**src/rtl/counters_controller.sv**
```systemverilog
// Free-running four-digit BCD counter that wraps from a parameterised terminal
// count back to 0000, with per-digit strobes that flag an imminent return to zero.
`timescale 1ns/1ps

module bcd_digit (
    input  logic       clk,
    input  logic       reset,
    input  logic       inc,
    input  logic       clr,
    output logic [3:0] q,
    output logic       carry
);
    logic [3:0] q_q;
    logic [3:0] q_d;

    // clr wins over inc so the terminal wrap clears every digit in one edge.
    always_comb begin
        q_d = q_q;
        if (clr) begin
            q_d = 4'd0;
        end else if (inc) begin
            q_d = (q_q == 4'd9) ? 4'd0 : q_q + 4'd1;
        end
    end

    always_ff @(posedge clk) begin
        if (reset) begin
            q_q <= 4'd0;
        end else begin
            q_q <= q_d;
        end
    end

    assign q     = q_q;
    assign carry = inc & (q_q == 4'd9);
endmodule

module counters_controller #(
    parameter int unsigned LIM_THOU  = 9,
    parameter int unsigned LIM_HUND  = 6,
    parameter int unsigned LIM_TENS  = 7,
    parameter int unsigned LIM_UNITS = 5
) (
    input  logic        clk,
    input  logic        reset,
    input  logic        ena,
    output logic [15:0] Qdata,
    output logic [3:0]  blink
);
    localparam logic [15:0] TERM_VAL = {4'(LIM_THOU), 4'(LIM_HUND), 4'(LIM_TENS), 4'(LIM_UNITS)};

    logic [3:0] units;
    logic [3:0] tens;
    logic [3:0] hund;
    logic [3:0] thou;
    logic       units_carry;
    logic       tens_carry;
    logic       hund_carry;
    logic       thou_carry;
    logic       term;
    logic       units_inc;
    logic       clr_all;
    logic       active;

    assign Qdata     = {thou, hund, tens, units};
    assign term      = (Qdata == TERM_VAL);
    assign units_inc = ena & ~term;
    assign clr_all   = ena & term;
    assign active    = ena & ~reset;

    bcd_digit u_units (
        .clk   (clk),
        .reset (reset),
        .inc   (units_inc),
        .clr   (clr_all),
        .q     (units),
        .carry (units_carry)
    );

    bcd_digit u_tens (
        .clk   (clk),
        .reset (reset),
        .inc   (units_carry),
        .clr   (clr_all),
        .q     (tens),
        .carry (tens_carry)
    );

    bcd_digit u_hund (
        .clk   (clk),
        .reset (reset),
        .inc   (tens_carry),
        .clr   (clr_all),
        .q     (hund),
        .carry (hund_carry)
    );

    // The thousands carry-out is unused: the terminal clear always fires first.
    bcd_digit u_thou (
        .clk   (clk),
        .reset (reset),
        .inc   (hund_carry),
        .clr   (clr_all),
        .q     (thou),
        .carry (thou_carry)
    );

    always_comb begin
        blink    = 4'b0000;
        blink[0] = active & ((units == 4'd9) | term);
        blink[1] = active & (((units == 4'd9) & (tens == 4'd9)) | term);
        blink[2] = active & (((units == 4'd9) & (tens == 4'd9) & (hund == 4'd9)) | term);
        blink[3] = active & term;
    end

    logic unused_carry;
    assign unused_carry = thou_carry;
endmodule

```
**config.mk**
```make
export PLATFORM = sky130hd
export DESIGN_NAME = counters_controller
export DESIGN_NICKNAME = d
export VERILOG_FILES = /design/src/rtl/counters_controller.sv
export SDC_FILE = /design/constraint.sdc
export NUM_CORES = 1
export LEC_CHECK = 0
export ABC_AREA = 1
export CAP_MARGIN = 10
export CORE_AREA = 2 2 57 59
export DETAILED_ROUTE_END_ITERATION = 10
export DIE_AREA = 0 0 59 61
export GPL_TIMING_DRIVEN = 0
export SETUP_SLACK_MARGIN = 0.1
export SLEW_MARGIN = 20
export SYNTH_ARGS = -nofsm -noshare
export SYNTH_HDL_FRONTEND = slang
export SYNTH_HIERARCHICAL = 1
export SYNTH_SLANG_ARGS = --single-unit
```
**constraint.sdc**
```tcl
create_clock -name clk -period 2.84 [get_ports clk]
set_input_delay 0.284 -clock clk [delete_from_list [all_inputs] [get_ports clk]]
set_output_delay 0.284 -clock clk [all_outputs]
set_load 0.02 [all_outputs]
```
Word level (Yosys, flattened, before mapping)
Cells that the tools add are included.

word-level totals
  output and inout bits = 20
  flip-flop bits (word level) = 16
  bits of input ports = 3

operators by class
  equality and inequality tests = 5
  mux-type cells = 4
  add/sub/neg operators = 4
  reduce and logical (&&, ||, !) cells = 1
  bitwise logic cells = 17

operator list
  operator              count
  $add 4x1->4 const B   4
  $eq 16x16->1 const B  1
  $eq 4x4->1 const B    4
  $mux 4                4
  $and 1x1->1           12
  $or 1x1->1            3
  $not 1->1             2
  $reduce_or 2->1       1

Logic depth before layout (Yosys ltp)
Gate-level depths: netlist of run 1.

  depth in word-level cells = 6
  depth in mapped cells = 22
  mapped depth without buffers = 22

By module
Netlist of run 1, hierarchy kept.

modules (own cells, without submodules)
  module               cells each  instances  area an instance (µm²)
  bcd_digit            29          4          202.7
  counters_controller  44          1          187.7

Worst setup path after synthesis of run 1
No wires, ideal clock.

  path kind = reg-to-reg
  from = reg u_hund.q_q[0] (netlist: u_hund/q[0])
  to = reg u_thou.q_q[3] (netlist: u_thou/q[3])
  slack = 640 ps
  data arrival time = 2,089 ps
  stages on the path, launching flop included = 22
  data required time = 2,729 ps
  period minus slack after synthesis = 2,200 ps
  path through = dfxtp_1 nor2_1 nand2_1 nor2_2 a21oi_1 nand2_2 inv_2 nand2_2 inv_1 nand2_2 inv_2 nand2_2 inv_1 nand2_2 inv_2 nand2_2 inv_1 nand2_2 nor2_2 nand3_1 nand2_1 nor2_1

between the ends
  word-level cells in the longest chain between the ends = 6
  elaborated cells on any way between the ends = 9

RTL lines
  item                      RTL line  RTL
  start: declaration        13        logic [3:0] q_q;
  start signal: assignment  30        q_q <= q_d;
  $eq 16x16->1              66        assign term = (Qdata == TERM_VAL);
  $not 1->1                 67        assign units_inc = ena & ~term;
  $and 1x1->1               67
  net units_inc             61        logic units_inc;
  $and 1x1->1               35        assign carry = inc & (q_q == 4'd9);
  net units_carry           56        logic units_carry;
  $and 1x1->1               35
  net tens_carry            57        logic tens_carry;
  $and 1x1->1               35
  net hund_carry            58        logic hund_carry;
  end signal: assignment    30
  end: declaration          13

The timed path passes the listed nets, and every way through them passes these cells.
A chain may end at the register's enable or synchronous reset.

Worst setup path in the final report of run 1
  from = in reset
  to = out blink[2]

between the ends
  word-level cells in the longest chain between the ends = 3

RTL lines
  item                RTL line  RTL
  start: declaration  45        input logic reset,
  $not 1->1           69        assign active = ena & ~reset;
  $and 1x1->1         69
  $and 1x1->1         112       blink[2] = active & (((units == 4'd9) & (tens == 4'd9) & (hund == 4'd9)) | term);
  end: declaration    48        output logic [3:0] blink

No other way between the ends.

==> results of run 1 <==
[through the flow]
stage	std cells	util	hold WS (ns)
floorplan	159	-	0.4321
global placement	214	0.4254	0.5148
detailed placement	214	0.4254	0.5241
CTS	218	0.4377	0.5365
global route	218	0.4377	0.5737
finish	218	0.4377	0.5379
[cell usage in the layout (no fill, tap or decap), drive strengths merged]
cell / n
nand4: 4
nor2: 37
dfxtp: 16
clkbuf: 4
o21ai: 4
a21oi: 9
nand2: 47
nand3: 6
inv: 35
nor3: 1
clkdlybuf4s50: 22
[worst max-delay path: stages]
cell	delay [ns]
clkdlybuf4s50_1	0.63
nor2_2	0.23
inv_1	0.06
nor2_2	0.13
nand3_1	0.08
nand2_1	0.07
clkdlybuf4s50_1	0.59
[flip-flops by register name (all words and copies together) (netlist names)]
| name | count |
|---|---|
| u_units/q | 4 |
| u_hund/q | 4 |
| u_tens/q | 4 |
| u_thou/q | 4 |
[cell type report]
| type | instances | area share |
|---|---|---|
| multi-input cells | 108 | 0.4201 |
| flip-flops and latches | 16 | 0.2478 |
| repair buffers | 22 | 0.1704 |
| inverters | 35 | 0.1016 |
| well taps | 33 | 0.03195 |
| clock buffers | 4 | 0.02807 |
[power by group]
group | switching (W) | total (W) | internal [W] | leakage [nW]
logic | 0.0000191 | 0.0000321 | 0.0000129 | 0.422
clock network | 0.0000777 | 0.000156 | 0.0000780 | 0.0210
registers | 0.00000343 | 0.000230 | 0.000227 | 0.129
total | 0.000100 | 0.000418 | 0.000318 | 0.572
[routing by layer]
layer / vias up / GRT usage / wire length [µm]
met5: - / 0 / 0
met4: 0 / 0.06818 / 17
met3: 2 / 0.02559 / 75
met2: 22 / 0.2032 / 923
met1: 434 / 0.1721 / 1054
li1: 525 / - / -
[final timing paths]
kind | start | end | slack [ns] | depth (start not counted)
worst max register to register | u_hund/q[3]$_SDFFE_PP0P_ | u_thou/q[1]$_SDFFE_PP0P_ | 0.49 | 21
worst min-delay path | u_units/q[2]$_SDFFE_PP0P_ | u_units/q[2]$_SDFFE_PP0P_ | 0.54 | 2
worst max-delay path | reset | blink[2] | 0.47 | 7
worst min register to register | u_units/q[2]$_SDFFE_PP0P_ | u_units/q[2]$_SDFFE_PP0P_ | 0.54 | 2
==> results.sh, run 1 <==
export IMPL_power_density_nw_per_um2=323.3
export IMPL_cts_hold_buf=0
export IMPL_first_iter_violations=26
export IMPL_route_vias_total=983
export IMPL_via_per_inst=4.509
export IMPL_synthesis_nets=162
export IMPL_cts_tree="done"
export IMPL_synth_area_um2=994.7
export IMPL_grt_usage=0.1307
export IMPL_endpoint_kind="primary output"
export IMPL_worst_pin_slew_ns=0.6998
export IMPL_worstSetupPathType="input pin to primary output"
export IMPL_root_buffer="clkbuf_4"
export IMPL_timing_fmax_ghz=0.4212
export IMPL_grt_max_degree=10
export IMPL_pre_cts_slack_ns=0.3552
export IMPL_clock_latency_ns=0.29
export IMPL_syn_to_final_growth_pct=29.94
export IMPL_synth_warnings=6
export IMPL_hold_class="flop to flop"
export IMPL_drt_wl_total_um=2071
export IMPL_postRouteAntennaNets=0
export IMPL_tns_ns=0
export IMPL_path_max_fanout=5
export IMPL_die_area_um2=3599
export IMPL_fin_crit_sh=0.8360
export IMPL_relSlewSlack=0.5317
export IMPL_post_dp_cell_area_um2=1256
export IMPL_multi_input_area_um2=543.0
export IMPL_total_power_w=0.0004179
export IMPL_grt_setup_unrepaired="false"
export IMPL_overflow=0
export IMPL_design_area_um2=1292
export IMPL_post_synth_cell_area_avg_um2=6.256
export IMPL_pin_count=23
export IMPL_portBuffers=22
export IMPL_ir_worst_vdd_v=0.0001776
export IMPL_syn_instance_count=159
export IMPL_final_nets=189
export IMPL_cts_sinks=16
export IMPL_p_leak_nw=0.5722
export IMPL_routedWlPerCell_um=9.500
export IMPL_hold_viol_final=0
export IMPL_cts_resized=0
export IMPL_post_cts_buffers=0
export IMPL_initial_core_util=0.3369
export IMPL_max_cap_violations=0
export IMPL_fillCellCount=306
export IMPL_cp_data_arrival_time_ns=2.09
export IMPL_die_x_um=59
export IMPL_fin_ws_ns=0.4656
export IMPL_die_h_um=61
export IMPL_coreArea_um2=2953
export IMPL_cts_buffers=3
export IMPL_regArea_um2=320.3
export IMPL_firstDrtPassIters=4
export IMPL_status="finished, final reports clean"
export IMPL_worstPathRequired_ns=2.56
export IMPL_diodes=0
export IMPL_grt_pass1_wl_um=3615
export IMPL_clock_skew_ns=0.004879
export IMPL_setup_violations=0
export IMPL_gp_congestion=0.8235
export IMPL_rows=20
export IMPL_antenna_found_initial=0
export IMPL_grt_pass1_vias=908
export IMPL_clockBufferDepth=2
export IMPL_drive_above_1_share=0.2324
export IMPL_cts_reportedPaths_clkPinSlew_ns=0.10
export IMPL_slew_viol_final=0
export IMPL_setup_worst_path_start_class="input pin"
export IMPL_period_needed_ns=2.374
export IMPL_h_tree_depth=1
export IMPL_hpwl_um=1610
export IMPL_post_route_drc_count=0
Power figures use the tool's default switching activity.
==> run 2, diff against run 1 <==
clock period = 2.5 ns   (was 2.84 ns; I/O delays follow)
==> results.sh, run 2 (same netlist as run 1, synthesis figures left out) <==
export IMPL_worstSetupPathType="flop to primary output"
export IMPL_setup_worst_path_start_class="flop"
export IMPL_slew_viol_final=0
export IMPL_grt_pass1_wl_um=3615
export IMPL_cts_reportedPaths_clkPinSlew_ns=0.10
export IMPL_grt_setup_unrepaired="true"
export IMPL_fin_crit_sh=0.8643
export IMPL_cts_tree="done"
export IMPL_drive_above_1_share=0.3081
export IMPL_clockBufferDepth=2
export IMPL_p_leak_nw=0.5822
export IMPL_gp_congestion=0.8235
export IMPL_cts_hold_buf=0
export IMPL_route_vias_total=978
export IMPL_ir_worst_vdd_v=0.0001832
export IMPL_die_area_um2=3599
export IMPL_timing_fmax_ghz=0.4628
export IMPL_hold_viol_final=0
export IMPL_clock_latency_ns=0.29
export IMPL_setup_violations=0
export IMPL_endpoint_kind="primary output"
export IMPL_cp_data_arrival_time_ns=1.91
export IMPL_final_nets=189
export IMPL_fin_ws_ns=0.3392
export IMPL_rows=20
export IMPL_hpwl_um=1610
export IMPL_root_buffer="clkbuf_4"
export IMPL_die_x_um=59
export IMPL_drt_wl_total_um=2046
export IMPL_path_max_fanout=5
export IMPL_h_tree_depth=1
export IMPL_grt_pass1_vias=908
export IMPL_firstDrtPassIters=4
export IMPL_portBuffers=22
export IMPL_grt_usage=0.1307
export IMPL_tns_ns=0
export IMPL_routedWlPerCell_um=9.385
export IMPL_pre_cts_slack_ns=0.04921
export IMPL_cts_buffers=3
export IMPL_pin_count=23
export IMPL_postRouteAntennaNets=0
export IMPL_status="finished, final reports clean"
export IMPL_final_cell_mix="nand2_1 (35), inv_1 (24), nor2_1 (24), clkdlybuf4s50_1 (21), nand2_2 (12)"
export IMPL_max_cap_violations=0
export IMPL_hold_class="flop to flop"
export IMPL_via_per_inst=4.486
export IMPL_first_iter_violations=35
export IMPL_die_h_um=61
export IMPL_period_needed_ns=2.161
export IMPL_clock_skew_ns=0.007083
export IMPL_post_route_drc_count=0
export IMPL_initial_core_util=0.3369
export IMPL_worst_pin_slew_ns=0.7073
export IMPL_coreArea_um2=2953
export IMPL_antenna_found_initial=0
export IMPL_worstPathRequired_ns=2.25
export IMPL_cts_sinks=16
export IMPL_relSlewSlack=0.5267
export IMPL_overflow=0
export IMPL_syn_to_final_growth_pct=32.20
export IMPL_final_common_cell="nand2_1"
export IMPL_grt_max_degree=10
export IMPL_power_density_nw_per_um2=360.4
export IMPL_diodes=0
[run 2: cell count changes in the layout (fill, tap and decap cells not counted)]
cell             previous run  this run
dfxtp_1                    16         5
a21oi_1                     5         4
inv_2                       9        11
a21oi_2                     4         5
dfxtp_2                     0        10
inv_1                      26        24
dfxtp_4                     0         1
clkdlybuf4s50_1            22        21
dlymetal6s2s_1              0         1
[run 2: final cells by class]
type                            instances  area, µm²
Clock buffer                            4      36.28
Fill cell                             302       1638
Inverter                               35      131.4
Multi-Input combinational cell        108      546.8
Sequential cell                        16      336.6
Tap cell                               33      41.29
Timing Repair Buffer                   22      222.7
[run 2: repair_timing]
item | CTS | global route
gates resized for setup | 0 | 16
setup buffers | 0 | 0
endpoints found under the setup margin | 0 | 6
[run 2: per-layer routing]
| layer | share of wire | up-vias | track usage | routed length (µm) |
|---|---|---|---|---|
| met5 | 0 | - | 0 | 0 |
| met4 | 0.0083 | 0 | 0.06818 | 17 |
| met3 | 0.037 | 2 | 0.02559 | 75 |
| met2 | 0.45 | 24 | 0.2032 | 918 |
| met1 | 0.51 | 428 | 0.1721 | 1034 |
| li1 | - | 524 | - | - |
[run 2: critical path: stages, from the launching register on]
cell and delay [ns]:
dfxtp_1 0.42, inv_1 0.06, nor2_1 0.12, nand2_1 0.08, nor2_2 0.16, nand3_2 0.12, nand2_1 0.08, clkdlybuf4s50_1 0.59
[run 2: through the flow]
stage               utilization  instances  total power (W)  hold WS (ns)  instance area (µm²)
floorplan                     -        159        0.0002886        0.3981                994.7
global route             0.4453        218        0.0004938        0.5257                 1315
CTS                      0.4377        218        0.0004824        0.5365                 1292
global placement         0.4254        214        0.0003029        0.5148                 1256
finish                   0.4453        218        0.0004739        0.5006                 1315
detailed placement       0.4254        214        0.0003038        0.5241                 1256
[run 2: power breakdown]
| group | internal [W] | switching, W | total (W) |
|---|---|---|---|
| clock network | 0.0000887 | 0.0000884 | 0.000177 |
| registers | 0.000256 | 0.00000390 | 0.000260 |
| logic | 0.0000147 | 0.0000217 | 0.0000365 |
| total | 0.000360 | 0.000114 | 0.000474 |
[run 2: path summary, 6_finish.rpt]
kind	start	to	slack, ns	cells after the start
setup / recovery	u_units/q[0]$_SDFFE_PP0P_	blink[2]	0.34	7
hold / removal	u_thou/q[2]$_SDFFE_PP0P_	u_thou/q[2]$_SDFFE_PP0P_	0.50	2
setup reg to reg	u_tens/q[2]$_SDFFE_PP0P_	u_thou/q[1]$_SDFFE_PP0P_	0.39	22
hold reg to reg	u_thou/q[2]$_SDFFE_PP0P_	u_thou/q[2]$_SDFFE_PP0P_	0.50	2
